[config.mk]
export PLATFORM = sky130hd
export DESIGN_NAME = uart_line_echo_ctrl
export DESIGN_NICKNAME = d
export VERILOG_FILES = /design/src/rtl/uart_ctrl_pkg.sv /design/src/rtl/uart_byte_sender.sv /design/src/rtl/uart_line_echo_ctrl.sv
export SDC_FILE = /design/constraint.sdc
export NUM_CORES = 1
export LEC_CHECK = 0
export ABC_AREA = 0
export CELL_PAD_IN_SITES_DETAIL_PLACEMENT = 1
export CELL_PAD_IN_SITES_GLOBAL_PLACEMENT = 1
export CORE_ASPECT_RATIO = 1.75
export CORE_UTILIZATION = 49
export DETAILED_ROUTE_END_ITERATION = 16
export PLACE_DENSITY_LB_ADDON = 0.1
export SLEW_MARGIN = 30
export SYNTH_ARGS = -nofsm -noshare
export SYNTH_HDL_FRONTEND = slang
export SYNTH_HIERARCHICAL = 1
export SYNTH_SLANG_ARGS = --single-unit
[constraint.sdc]
create_clock -name clk -period 2.9 [get_ports clk]
set_clock_uncertainty 0.15 [all_clocks]
set_input_delay 0.58 -clock clk [delete_from_list [all_inputs] [get_ports clk]]
set_output_delay 0.58 -clock clk [all_outputs]
set_load 0.05 [all_outputs]
[src/rtl/uart_ctrl_pkg.sv]
// Shared types and constants for the uart line echo controller.
package uart_ctrl_pkg;

    localparam int unsigned GREET_LEN = 12;
    localparam logic [7:0]  CR_BYTE   = 8'h0D;
    localparam logic [7:0]  LF_BYTE   = 8'h0A;

    typedef enum logic [2:0] {
        GREET,
        COLLECT,
        FLUSH,
        CR,
        LF
    } ctrl_state_e;

    typedef enum logic [1:0] {
        IDLE,
        WAIT_HI,
        WAIT_LO
    } send_state_e;

    // "Hello World!" indexed by position.
    function automatic logic [7:0] greet_byte(input logic [3:0] idx);
        case (idx)
            4'd0:    return 8'h48;
            4'd1:    return 8'h65;
            4'd2:    return 8'h6C;
            4'd3:    return 8'h6C;
            4'd4:    return 8'h6F;
            4'd5:    return 8'h20;
            4'd6:    return 8'h57;
            4'd7:    return 8'h6F;
            4'd8:    return 8'h72;
            4'd9:    return 8'h6C;
            4'd10:   return 8'h64;
            4'd11:   return 8'h21;
            default: return 8'h00;
        endcase
    endfunction

endpackage

[src/rtl/uart_byte_sender.sv]
// One-byte transmit handshake with the uart core, with a watchdog on the
// transmitter failing to report busy.
module uart_byte_sender
    import uart_ctrl_pkg::*;
#(
    parameter int unsigned START_WAIT = 15
) (
    input  logic       clk,
    input  logic       rst,
    input  logic       start,
    input  logic [7:0] data,
    input  logic       is_transmitting,
    output logic       transmit,
    output logic [7:0] tx_byte,
    output logic       done,
    output logic       fault
);

    localparam int unsigned CNT_W = $clog2(START_WAIT + 1);

    send_state_e      state, state_d;
    logic [CNT_W-1:0] cnt, cnt_d;
    logic             transmit_d;
    logic [7:0]       tx_byte_d;
    logic             done_d;
    logic             fault_d;

    always_ff @(posedge clk or posedge rst) begin
        if (rst) begin
            state    <= IDLE;
            cnt      <= '0;
            transmit <= 1'b0;
            tx_byte  <= 8'h00;
            done     <= 1'b0;
            fault    <= 1'b0;
        end else begin
            state    <= state_d;
            cnt      <= cnt_d;
            transmit <= transmit_d;
            tx_byte  <= tx_byte_d;
            done     <= done_d;
            fault    <= fault_d;
        end
    end

    // tx_byte only changes on launch, so it stays stable for the whole byte.
    always_comb begin
        state_d    = state;
        cnt_d      = cnt;
        transmit_d = 1'b0;
        tx_byte_d  = tx_byte;
        done_d     = 1'b0;
        fault_d    = fault;
        case (state)
            IDLE: begin
                if (start && !is_transmitting) begin
                    transmit_d = 1'b1;
                    tx_byte_d  = data;
                    cnt_d      = '0;
                    state_d    = WAIT_HI;
                end
            end
            WAIT_HI: begin
                if (is_transmitting) begin
                    state_d = WAIT_LO;
                end else if (cnt == CNT_W'(START_WAIT - 1)) begin
                    fault_d = 1'b1;
                    done_d  = 1'b1;
                    state_d = IDLE;
                end else begin
                    cnt_d = cnt + 1'b1;
                end
            end
            WAIT_LO: begin
                if (!is_transmitting) begin
                    done_d  = 1'b1;
                    state_d = IDLE;
                end
            end
            default: state_d = IDLE;
        endcase
    end

endmodule

[src/rtl/uart_line_echo_ctrl.sv]
// Greets after reset, then buffers received lines and echoes them with CR LF.
module uart_line_echo_ctrl
    import uart_ctrl_pkg::*;
#(
    parameter int unsigned LINE_MAX   = 8,
    parameter logic [7:0]  TERM_CHAR  = 8'h0D,
    parameter int unsigned START_WAIT = 15
) (
    input  logic       clk,
    input  logic       rst,
    input  logic       received,
    input  logic [7:0] rx_byte,
    input  logic       recv_error,
    input  logic       is_transmitting,
    output logic       transmit,
    output logic [7:0] tx_byte,
    output logic       busy,
    output logic       overflow,
    output logic       tx_fault,
    output logic [7:0] rx_err_cnt
);

    localparam int unsigned IDX_W = $clog2(LINE_MAX);
    localparam int unsigned PTR_W = IDX_W + 1;

    ctrl_state_e      state, state_d;
    logic [3:0]       greet_idx, greet_idx_d;
    logic [PTR_W-1:0] wr_ptr, wr_ptr_d;
    logic [PTR_W-1:0] rd_ptr, rd_ptr_d;
    logic [7:0]       line_buf [LINE_MAX];
    logic             buf_we;
    logic             start;
    logic [7:0]       send_data;
    logic             done;

    uart_byte_sender #(
        .START_WAIT(START_WAIT)
    ) u_sender (
        .clk            (clk),
        .rst            (rst),
        .start          (start),
        .data           (send_data),
        .is_transmitting(is_transmitting),
        .transmit       (transmit),
        .tx_byte        (tx_byte),
        .done           (done),
        .fault          (tx_fault)
    );

    always_ff @(posedge clk or posedge rst) begin
        if (rst) begin
            state      <= GREET;
            greet_idx  <= 4'd0;
            wr_ptr     <= '0;
            rd_ptr     <= '0;
            busy       <= 1'b1;
            overflow   <= 1'b0;
            rx_err_cnt <= 8'd0;
        end else begin
            state     <= state_d;
            greet_idx <= greet_idx_d;
            wr_ptr    <= wr_ptr_d;
            rd_ptr    <= rd_ptr_d;
            busy      <= (state_d != COLLECT);
            if (received && recv_error && rx_err_cnt != 8'hFF)
                rx_err_cnt <= rx_err_cnt + 8'd1;
            if (received && !recv_error && state != COLLECT)
                overflow <= 1'b1;
        end
    end

    always_ff @(posedge clk) begin
        if (buf_we)
            line_buf[wr_ptr[IDX_W-1:0]] <= rx_byte;
    end

    // start is held off during done so the sender never relaunches stale data.
    always_comb begin
        state_d     = state;
        greet_idx_d = greet_idx;
        wr_ptr_d    = wr_ptr;
        rd_ptr_d    = rd_ptr;
        buf_we      = 1'b0;
        start       = 1'b0;
        send_data   = 8'h00;
        case (state)
            GREET: begin
                start     = !done;
                send_data = greet_byte(greet_idx);
                if (done) begin
                    greet_idx_d = greet_idx + 4'd1;
                    if (greet_idx == 4'(GREET_LEN - 1))
                        state_d = COLLECT;
                end
            end
            COLLECT: begin
                if (received && !recv_error) begin
                    if (rx_byte == TERM_CHAR) begin
                        state_d = (wr_ptr == '0) ? CR : FLUSH;
                    end else begin
                        buf_we   = 1'b1;
                        wr_ptr_d = wr_ptr + 1'b1;
                        if (wr_ptr_d == PTR_W'(LINE_MAX))
                            state_d = FLUSH;
                    end
                end
            end
            FLUSH: begin
                start     = !done;
                send_data = line_buf[rd_ptr[IDX_W-1:0]];
                if (done) begin
                    rd_ptr_d = rd_ptr + 1'b1;
                    if (rd_ptr_d == wr_ptr)
                        state_d = CR;
                end
            end
            CR: begin
                start     = !done;
                send_data = CR_BYTE;
                if (done)
                    state_d = LF;
            end
            LF: begin
                start     = !done;
                send_data = LF_BYTE;
                if (done) begin
                    wr_ptr_d = '0;
                    rd_ptr_d = '0;
                    state_d  = COLLECT;
                end
            end
            default: state_d = GREET;
        endcase
    end

endmodule

; After elaboration in Yosys (flattened, before gate mapping)
; Memory sizes are Yosys's and may differ from the RTL's.
; Index checks and enable logic that the tools add are counted.
[op_classes]
addsub = 5
eq_ne = 23
n_mux = 39
bitwise = 1
n_reduce_logical = 22
[op_table]
columns = operator, count
row1 = 8-bit case mux with 4 select lines, 1
row2 = 4-bit two-way mux, 7
row3 = 3-bit two-way mux, 9
row4 = 4-bit case mux with 2 select lines, 3
row5 = 4-bit by 1-bit adder with 4-bit output (second input constant), 4
row6 = 3-bit case mux with 5 select lines, 1
row7 = 4-bit == test (second input constant), 3
row8 = 1-bit two-way mux, 12
row9 = 2-bit inequality test (second input constant), 5
row10 = 3-bit AND reduction, 3
row11 = 8-bit by 1-bit adder with 8-bit output (second input constant), 1
row12 = 8-bit by 4-bit == test with 1-bit output (second input constant), 1
row13 = 2-bit two-way mux, 4
row14 = 8-bit inequality test (second input constant), 1
row15 = 4-bit AND reduction, 2
row16 = 3-bit by 2-bit == test with 1-bit output (second input constant), 2
row17 = 2-bit by 1-bit inequality test with 1-bit output (second input constant), 3
row18 = 3-bit by 1-bit inequality test with 1-bit output (second input constant), 2
row19 = 2-bit case mux with 3 select lines, 1
row20 = 2-bit nonzero test, 3
row21 = 1-bit logical AND, 5
row22 = 4-bit == test, 1
row23 = 4-bit logical NOT, 1
row24 = 2-bit AND reduction, 2
row25 = 11 further kinds, 13
[word_totals]
regBits = 42
ram_bits = 64
mem_bits_ro = 112
memories = 2
[memory_table]
columns = memory, depth, word_bits, read_ports, rd_ports_with_merged_regs, wr, line
row1 = (no name shown), 16, 7, 1, 0, 0, uart_ctrl_pkg.sv:24  ; case (idx)
row2 = line_buf, 8, 8, 1, 0, 1, uart_line_echo_ctrl.sv:30  ; logic [7:0] line_buf [LINE_MAX];

; Logic depth before layout (Yosys ltp)
[depth]
depth_word = 7
depth_mapped = 9

; Hierarchy
; The synthesis kept the hierarchy.
[by_module_without_submodules]
columns = module, n_inst, cells_per_inst, area_each_um2, seq_area_each_um2
row1 = uart_line_echo_ctrl, 1, 286, 4131.5, 2548.7
row2 = uart_byte_sender, 1, 84, 813.3, 425.4

; Worst setup path before layout
; No wires, ideal clock.
[synth_timing]
path_type = input-to-reg
start = input port rx_byte[0]
end = memory line_buf[0][0] (enable)
setup_time_ns = 0.383
arrival_time_ns = 2.099
t_required_ns = 2.367
setup_slack_ns = 0.268
path_stages = 4
path_buffers = 0
cell_sequence = and4b_1 -> a2111oi_4 -> nand2b_1 -> nor3_1
[synth_via]
elab_chain_cells = 6
[synth_rtl]
columns = element, line
row1 = from (decl), uart_line_echo_ctrl.sv:12  ; input logic [7:0] rx_byte,
row2 = 8-bit by 4-bit == test with 1-bit output, uart_line_echo_ctrl.sv:98  ; if (rx_byte == TERM_CHAR) begin
row3 = 1-bit two-way mux, uart_line_echo_ctrl.sv:98
row4 = 1-bit two-way mux, uart_line_echo_ctrl.sv:97  ; if (received && !recv_error) begin
row5 = 1-bit two-way mux, uart_line_echo_ctrl.sv:86  ; case (state)
row6 = 1-bit two-way mux, uart_line_echo_ctrl.sv:73  ; if (buf_we)
row7 = 1-bit two-way mux (implied by the code), uart_line_echo_ctrl.sv:74  ; line_buf[wr_ptr[IDX_W-1:0]] <= rx_byte;
row8 = to (decl), uart_line_echo_ctrl.sv:30
; No other way between the ends.

; Worst setup path in the final report
[layout_timing]
start = input port rx_byte[1]
end = memory line_buf[1][1] (enable)
; The elaborated chain is that of the path after synthesis.

==> flow_summary.html <==
<table>
<tr><th>Metric</th><th>Value</th></tr>
<tr><th colspan="2">Outcome</th></tr>
<tr><td>Outcome</td><td>completed</td></tr>
<tr><th colspan="2">Placed design</th></tr>
<tr><td>Placed instance count</td><td>537</td></tr>
<tr><td>RD Place Congestion</td><td>0.789</td></tr>
<tr><td>Pre-CTS WS</td><td>0.0702 ns</td></tr>
<tr><td>DP Area</td><td>0.00553 mm^2</td></tr>
<tr><td>DPL Wire Length</td><td>8060 um</td></tr>
<tr><td>PortBufs</td><td>32</td></tr>
<tr><th colspan="2">Drt</th></tr>
<tr><td>Final wirelength</td><td>10,900 um</td></tr>
<tr><td>First-iteration detailed-routing DRC count</td><td>97</td></tr>
<tr><td>DRC Markers</td><td>0</td></tr>
<tr><td>Via/cell ratio</td><td>5.62</td></tr>
<tr><td>Pre-Repair DR Iteration Count</td><td>4</td></tr>
<tr><td>Via count</td><td>3,108</td></tr>
<tr><td>WL/cell</td><td>19.7 um</td></tr>
<tr><td>Remaining antenna violation count after routing</td><td>0</td></tr>
<tr><th colspan="2">Final layout</th></tr>
<tr><td>Final std cells w/o fill</td><td>553</td></tr>
<tr><td>Antenna diode count</td><td>0</td></tr>
<tr><td>Fraction of final layout cells with drive strength greater than 1</td><td>16.8%</td></tr>
<tr><td>Area overhead of the layout relative to synthesis</td><td>18.1%</td></tr>
<tr><td>Area of all placed cells without fillers</td><td>0.00584 mm^2</td></tr>
<tr><td>Fill cell instance count of the final layout</td><td>990</td></tr>
<tr><td>Net count of the finished layout</td><td>454</td></tr>
<tr><th colspan="2">Flow run</th></tr>
<tr><td>Number of max-cap violations</td><td>0</td></tr>
<tr><th colspan="2">Floorplanning</th></tr>
<tr><td>Die Outline Area</td><td>0.0105 mm^2</td></tr>
<tr><td>Cell Rows</td><td>48</td></tr>
<tr><td>Die Y</td><td>135 um</td></tr>
<tr><td>Die extent in x</td><td>77.9 um</td></tr>
<tr><td>Core Box Area</td><td>0.00985 mm^2</td></tr>
<tr><td>Initial cell density of the core</td><td>50.2%</td></tr>
<tr><td>Number of top-level pins</td><td>33</td></tr>
<tr><th colspan="2">CTS</th></tr>
<tr><td>CTS H-tree lvls</td><td>3</td></tr>
<tr><td>Count of hold buffers inserted by post-cts repair</td><td>0</td></tr>
<tr><td>Cell chosen for the clock root</td><td>sky130_fd_sc_hd__clkbuf_16</td></tr>
<tr><td>Number of buffers on the longest clock path</td><td>2</td></tr>
<tr><td>Number of gates resized after cts</td><td>0</td></tr>
<tr><td>Sinks on Clock Net</td><td>106</td></tr>
<tr><td>Worst-skew pair later-pin latency</td><td>0.34 ns</td></tr>
<tr><td>Clock-pin transition on the worst setup and hold timing paths</td><td>0.08 ns</td></tr>
<tr><td>TritonCTS clock tree</td><td>done</td></tr>
<tr><td>Number of CTS-inserted buffers</td><td>9</td></tr>
<tr><td>Setup fix buffers added after clock tree synthesis</td><td>0</td></tr>
<tr><th colspan="2">Setup path</th></tr>
<tr><td>R2r worst-path depth</td><td>6</td></tr>
<tr><td>Arrival time at the worst endpoint</td><td>2.37 ns</td></tr>
<tr><td>Endpoint kind of the worst setup timing path</td><td>flop</td></tr>
<tr><td>Highest-delay cell along the critical path</td><td>sky130_fd_sc_hd__clkdlybuf4s50_1</td></tr>
<tr><td>Cells along the critical path</td><td>clkdlybuf4s50_1 -&gt; and4b_1 -&gt; a2111oi_4 -&gt; nand2b_1 -&gt; nor3_1 -&gt; buf_4</td></tr>
<tr><td>Total buffers and inverters traversed by the critical path</td><td>2</td></tr>
<tr><td>End of the worst register-to-register path</td><td>u_sender/tx_byte[5]</td></tr>
<tr><td>Crit. path cell count</td><td>6</td></tr>
<tr><td>Slowest Stage Delay on Critical Path</td><td>0.48 ns</td></tr>
<tr><td>Worst setup path start</td><td>rx_byte[1]</td></tr>
<tr><td>Worst reg2reg setup slack</td><td>0.57 ns</td></tr>
<tr><td>CP Launch Type</td><td>primary input</td></tr>
<tr><td>Critical path fanouts, max</td><td>8</td></tr>
<tr><td>Critical setup path kind</td><td>in -&gt; reg</td></tr>
<tr><td>Cell class contributing the biggest share of worst-path delay</td><td>buffers and inverters</td></tr>
<tr><td>Last element of the critical path</td><td>line_buf[1][1]</td></tr>
<tr><td>Critical Path RT</td><td>2.80 ns</td></tr>
<tr><td>Worst reg2reg startpoint</td><td>rd_ptr[0]</td></tr>
<tr><th colspan="2">Timing</th></tr>
<tr><td>Setup violators final</td><td>0</td></tr>
<tr><td>Max frequency</td><td>0.405 GHz</td></tr>
<tr><td>Portion of the clock cycle consumed by the worst path in the final layout</td><td>85.1%</td></tr>
<tr><td>Number of max-slew violations in the final report</td><td>0</td></tr>
<tr><td>Post-route minimum period</td><td>2.47 ns</td></tr>
<tr><td>Max-slew headroom</td><td>55.9%</td></tr>
<tr><td>Unrepaired setup endpoints after global routing</td><td>no</td></tr>
<tr><td>Setup slack of the critical path after layout</td><td>0.432 ns</td></tr>
<tr><td>Number of hold violations in the final report</td><td>0</td></tr>
<tr><td>Transition time at the pin with the least slew margin</td><td>0.661 ns</td></tr>
<tr><td>Setup total negative slack</td><td>0 ns</td></tr>
<tr><th colspan="2">Global routing</th></tr>
<tr><td>Pin count of the biggest net entering global routing</td><td>26</td></tr>
<tr><td>Wire length of the first global-routing pass</td><td>17,900 um</td></tr>
<tr><td>Global-route total usage across every layer</td><td>23.0%</td></tr>
<tr><td>Gr ovfl total</td><td>0</td></tr>
<tr><td>Number of antenna violations at the first check in global routing</td><td>0</td></tr>
<tr><td>Number of global-route vias before repair</td><td>3,379</td></tr>
<tr><th colspan="2">Yosys</th></tr>
<tr><td>Library cell with the highest instance count after synthesis</td><td>sky130_fd_sc_hd__edfxtp_1</td></tr>
<tr><td>Top_reg_cell synth</td><td>sky130_fd_sc_hd__edfxtp_1</td></tr>
<tr><td>Leading cell types by total area after synthesis</td><td>sky130_fd_sc_hd__edfxtp_1 39%, sky130_fd_sc_hd__dfrtp_1 21%, sky130_fd_sc_hd__mux4_2 7.3%</td></tr>
<tr><td>Mean area per synthesized cell</td><td>13.4 um^2</td></tr>
<tr><td>Cell variety after synth</td><td>59</td></tr>
<tr><td>Proportion of register bits with asynchronous set or reset after synthesis</td><td>39.6%</td></tr>
<tr><td>Most instantiated cells after synthesis</td><td>64 x sky130_fd_sc_hd__edfxtp_1, 48 x sky130_fd_sc_hd__nand2_1, 41 x sky130_fd_sc_hd__dfrtp_1, 18 x sky130_fd_sc_hd__ha_1, 17 x sky130_fd_sc_hd__inv_1</td></tr>
<tr><td>EDFF count, synth</td><td>64</td></tr>
<tr><td>Cell type with the highest aggregate area in the netlist</td><td>sky130_fd_sc_hd__edfxtp_1</td></tr>
<tr><td>Yosys top cell area share</td><td>38.9%</td></tr>
<tr><td>Number of warning messages in the yosys log</td><td>6</td></tr>
<tr><td>Nets in the synthesized netlist</td><td>401</td></tr>
<tr><td>Sequential-to-total area share from yosys stat</td><td>60.1%</td></tr>
<tr><td>Synthesized netlist cell count</td><td>370</td></tr>
<tr><td>Flops &amp; latches, synth</td><td>106</td></tr>
<tr><td>Post-synthesis cell area</td><td>0.00494 mm^2</td></tr>
<tr><th colspan="2">Power and ir drop</th></tr>
<tr><td>VDD IR max</td><td>607 uV</td></tr>
<tr><td>Power consumption</td><td>5090 uW</td></tr>
<tr><td>Power per standard cell area</td><td>871 mW/mm^2</td></tr>
<tr><td>Standby leakage power</td><td>0.00224 uW</td></tr>
<tr><th colspan="2">Hold path</th></tr>
<tr><td>Start point of the worst min-delay path</td><td>u_sender/tx_byte[5]</td></tr>
<tr><td>Hold Path Class</td><td>reg -&gt; reg</td></tr>
</table>
stage by stage:
step | hold slack, ns | utilization, %
final | 0.335 | 59.3
after global routing | 0.354 | 59.3
after CTS | 0.337 | 59.3
after detailed placement | 0.318 | 56.1
after global placement | 0.314 | 56.1
after floorplan | 0.323 | -
cell usage in the layout, fill, tap and decap left out, drive strengths merged, types with 3 or more instances in the layout:
cell / instances
ha: 18
nor2: 13
clkbuf: 9
mux2: 4
mux4: 16
edfxtp: 64
mux2i: 7
clkdlybuf4s50: 32
clkinv: 3
nor2b: 5
nand4: 4
o21ai: 16
nand2b: 7
and3: 3
nand3: 11
o21bai: 3
dfrtp: 41
xnor2: 9
or3: 3
a21oi: 8
o31ai: 3
buf: 24
nand2: 48
inv: 23
o22ai: 7
nor3: 7
xor2: 8
nand3b: 3
a211oi: 3
layer usage:
layer	vias to the layer above	routed length [um]	share of wire, %	GRT usage (%)
met5	-	0	0	0
met4	0	184	1.7	7.51
met3	14	201	1.8	3.51
met2	48	6200	57	43.1
met1	1586	4310	40	26.5
li1	1460	-	-	-
cell type report:
| class | count | area (um^2) | share of cell area [%] |
|---|---|---|---|
| clock inverters | 7 | 83.8 | 1.44 |
| well taps | 125 | 156 | 2.68 |
| inverters | 19 | 71.3 | 1.22 |
| multi-input cells | 231 | 1830 | 31.3 |
| clock buffers | 9 | 225 | 3.86 |
| repair buffers | 56 | 500 | 8.57 |
| flip-flops and latches | 106 | 2970 | 50.9 |
report_power, final:
part	switching [uW]	leakage, uW	total (uW)	internal (uW)
clock	622	0.000152	1240	623
combinational	1030	0.000972	1770	735
sequential	285	0.00111	2070	1790
total	1940	0.00224	5090	3150
worst min-delay path, stage by stage, from the launching register on:
cell and delay [ns]:
sky130_fd_sc_hd__dfrtp_1 0.35, sky130_fd_sc_hd__nand2_1 0.05, sky130_fd_sc_hd__nand2_1 0.06
flip-flops by register name (all words and copies together) (netlist names):
signal / count
busy: 1
greet_idx: 4
line_buf: 64
overflow: 1
rd_ptr: 4
rx_err_cnt: 8
state: 3
u_sender/cnt: 4
u_sender/done: 1
u_sender/fault: 1
u_sender/state: 2
u_sender/transmit: 1
u_sender/tx_byte: 8
wr_ptr: 4
worst min-delay path by stage:
stage                                     end  slack [ns]  depth (start not counted)
after floorplan                     rd_ptr[3]        0.32                          1
after global placement    u_sender/tx_byte[6]        0.31                          2
after detailed placement  u_sender/tx_byte[5]        0.32                          2
after CTS                 u_sender/tx_byte[5]        0.34                          2
after global routing                 overflow        0.35                          1
final                     u_sender/tx_byte[5]        0.33                          2
kinds of logic (layout without fill, tap and decap cells):
kind of cell / Yosys count / after routing / synth area share [%]
adders and majority gates: 18 / 18 / 4.55
DFF: 106 / 106 / 60.1
AOI/OAI and AO/OA: 56 / 56 / 7.79
muxes: 27 / 27 / 9.62
xor gates and xnor gates: 17 / 17 / 3.01
and+or+nand+nor: 113 / 113 / 12.0
buffers and inverters: 33 / 91 / 2.91
(Power assumes the default switching activity.)
==> RTL edit: new RTL, same settings <==
The output `busy` loses its register stage (`busy` becomes a continuous assignment).
--- a/src/rtl/uart_line_echo_ctrl.sv
+++ b/src/rtl/uart_line_echo_ctrl.sv
@@ -53,7 +53,6 @@
             greet_idx  <= 4'd0;
             wr_ptr     <= '0;
             rd_ptr     <= '0;
-            busy       <= 1'b1;
             overflow   <= 1'b0;
             rx_err_cnt <= 8'd0;
         end else begin
@@ -61,13 +60,14 @@
             greet_idx <= greet_idx_d;
             wr_ptr    <= wr_ptr_d;
             rd_ptr    <= rd_ptr_d;
-            busy      <= (state_d != COLLECT);
             if (received && recv_error && rx_err_cnt != 8'hFF)
                 rx_err_cnt <= rx_err_cnt + 8'd1;
             if (received && !recv_error && state != COLLECT)
                 overflow <= 1'b1;
         end
     end
+
+    assign busy = (state_d != COLLECT);
 
     always_ff @(posedge clk) begin
         if (buf_we)
Function: same outputs for any inputs over 10 cycles, from zero or initial values and one cycle with rst high; that may be too few to reach the edited logic, so the function may still have changed.
==> RTL edit against the original RTL <==
The run now ends with setup timing left. Count of clock-buffer cells in the layout stayed put. Total power is 0.55% lower. Synthesized area is 0.58% lower. Sequential cell count is 1 lower. Worst hold slack worse by 0.017 ns. Wire length is 7.5% higher. Setup slack worse by 0.49 ns. Final area is 1.1% higher. Highest routed layer unchanged.
==> RTL edit: results (changes against the original RTL) <==
| Metric | Value |
|---|---|
| Outcome | `complete, but fails checks` |
| Failing checks | `setup timing` |
| Met1 usage | `25.5% (-0.97 points)` |
| Compound-cell area share of the yosys netlist | `7.86% (+0.071 points)` |
| Avg Cell Area, Syn | `13.4 um2 (+0.23%)` |
| Post-synthesis mux area share | `9.67% (+0.056 points)` |
| Worst Path Max Fanout | `2 (-6)` |
| Post-DP HPWL | `8450 um (+4.8%)` |
| Overall power | `5.06 mW (-0.55%)` |
| Wirelength, routed | `11700 um (+7.5%)` |
| Int Power | `3.13 mW (-0.37%)` |
| Met2 GRT Util | `44.9% (+1.8 points)` |
| Total number of vias | `3184 (+2.4%)` |
| Worst-margin pin slew | `0.654 ns (-0.00736 ns)` |
| Met3 usage | `3.18% (-0.34 points)` |
| Largest net degree at the start of global routing | `25 (-3.8%)` |
| Met2 Wirelength | `6770 um (+9.2%)` |
| Met1 wire length | `4270 um (-0.84%)` |
| Slowest cell on the critical path | `nor4_4` |
| Vias in the first global route | `3583 (+6.0%)` |
| Initial DRC count | `117 (+21%)` |
| Placed cell area | `5540 um2 (+0.11%)` |
| Post-CTS setup buffers | `1 (+1)` |
| HP Start | `rx_byte[0]` |
| HP Class | `in -> reg` |
| Synthesized Nets | `398 (-0.75%)` |
| Met3 wire len | `303 um (+51%)` |
| Filler cell count | `974 (-1.6%)` |
| FF-to-FF End | `u_sender/tx_byte[3]$_DFFE_PP0P_` |
| Hold EP | `line_buf[5][0]$_DFFE_PP_` |
| Layout cells sized above 1 | `22.4% (+5.6 points)` |
| GRT Total Usage | `24.2% (+1.2 points)` |
| CP Data Arrival Time | `2.23 ns (-0.14 ns)` |
| Clk. pwr | `1.17 mW (-6%)` |
| Setup violators final | `1 (+1)` |
| Via density per instance | `5.71 (+1.5%)` |
| R2R depth | `7 (+1)` |
| Synth cell types | `60 (+1.7%)` |
| First-pass GRT wire length | `18500 um (+3.2%)` |
| Post-place setup slack | `-0.444 ns (-0.515 ns)` |
| Inst Count DP | `539 (+0.37%)` |
| Worst path max stage delay | `0.42 ns (-0.06 ns)` |
| GP Congestion | `0.841 (+6.5%)` |
| Commonest cells post-synth | `64 x edfxtp_1, 51 x nand2_1, 41 x dfrtp_1` |
| CP top delay family | `simple AND/OR/NAND/NOR gates` |
| Top cells by area, synth | `edfxtp_1 39%, dfrtp_1 21%, mux4_2 7.3%` |
| Power Combinational | `1.89 mW (+7%)` |
| Hold Path Depth | `1 (-1)` |
| Setup ws final | `-0.0591 ns (-0.491 ns)` |
## RTL edit: how the worst max path moves through the flow
stage,end,slack [ns],cells after the start
floorplan,line_buf[0][0]$_DFFE_PP_,0.27,4
global placement,busy,-0.43,7
detailed placement,busy,-0.44,7
CTS,busy,0.002,6
global route,busy,-0.09,7
finish,busy,-0.06,7
## RTL edit: worst register-to-register path: cells and delay by family, from the launching register on
kind / cells / cell delay, ns
compound gates: 2 / 0.47
flops: 1 / 0.39
buf+inv: 1 / 0.37
mux: 1 / 0.56
simple gates: 3 / 0.29
## RTL edit: cell type report
cell class / count / area [um2] / area share [%]
Clock inverter: 7 / 60.1 / 1.02
Timing Repair Buffer: 64 / 549 / 9.31
Tap cell: 125 / 156 / 2.65
Inverter: 18 / 67.6 / 1.15
Sequential cell: 105 / 2950 / 50.1
Multi-Input combinational cell: 230 / 1890 / 32.0
Clock buffer: 9 / 225 / 3.82
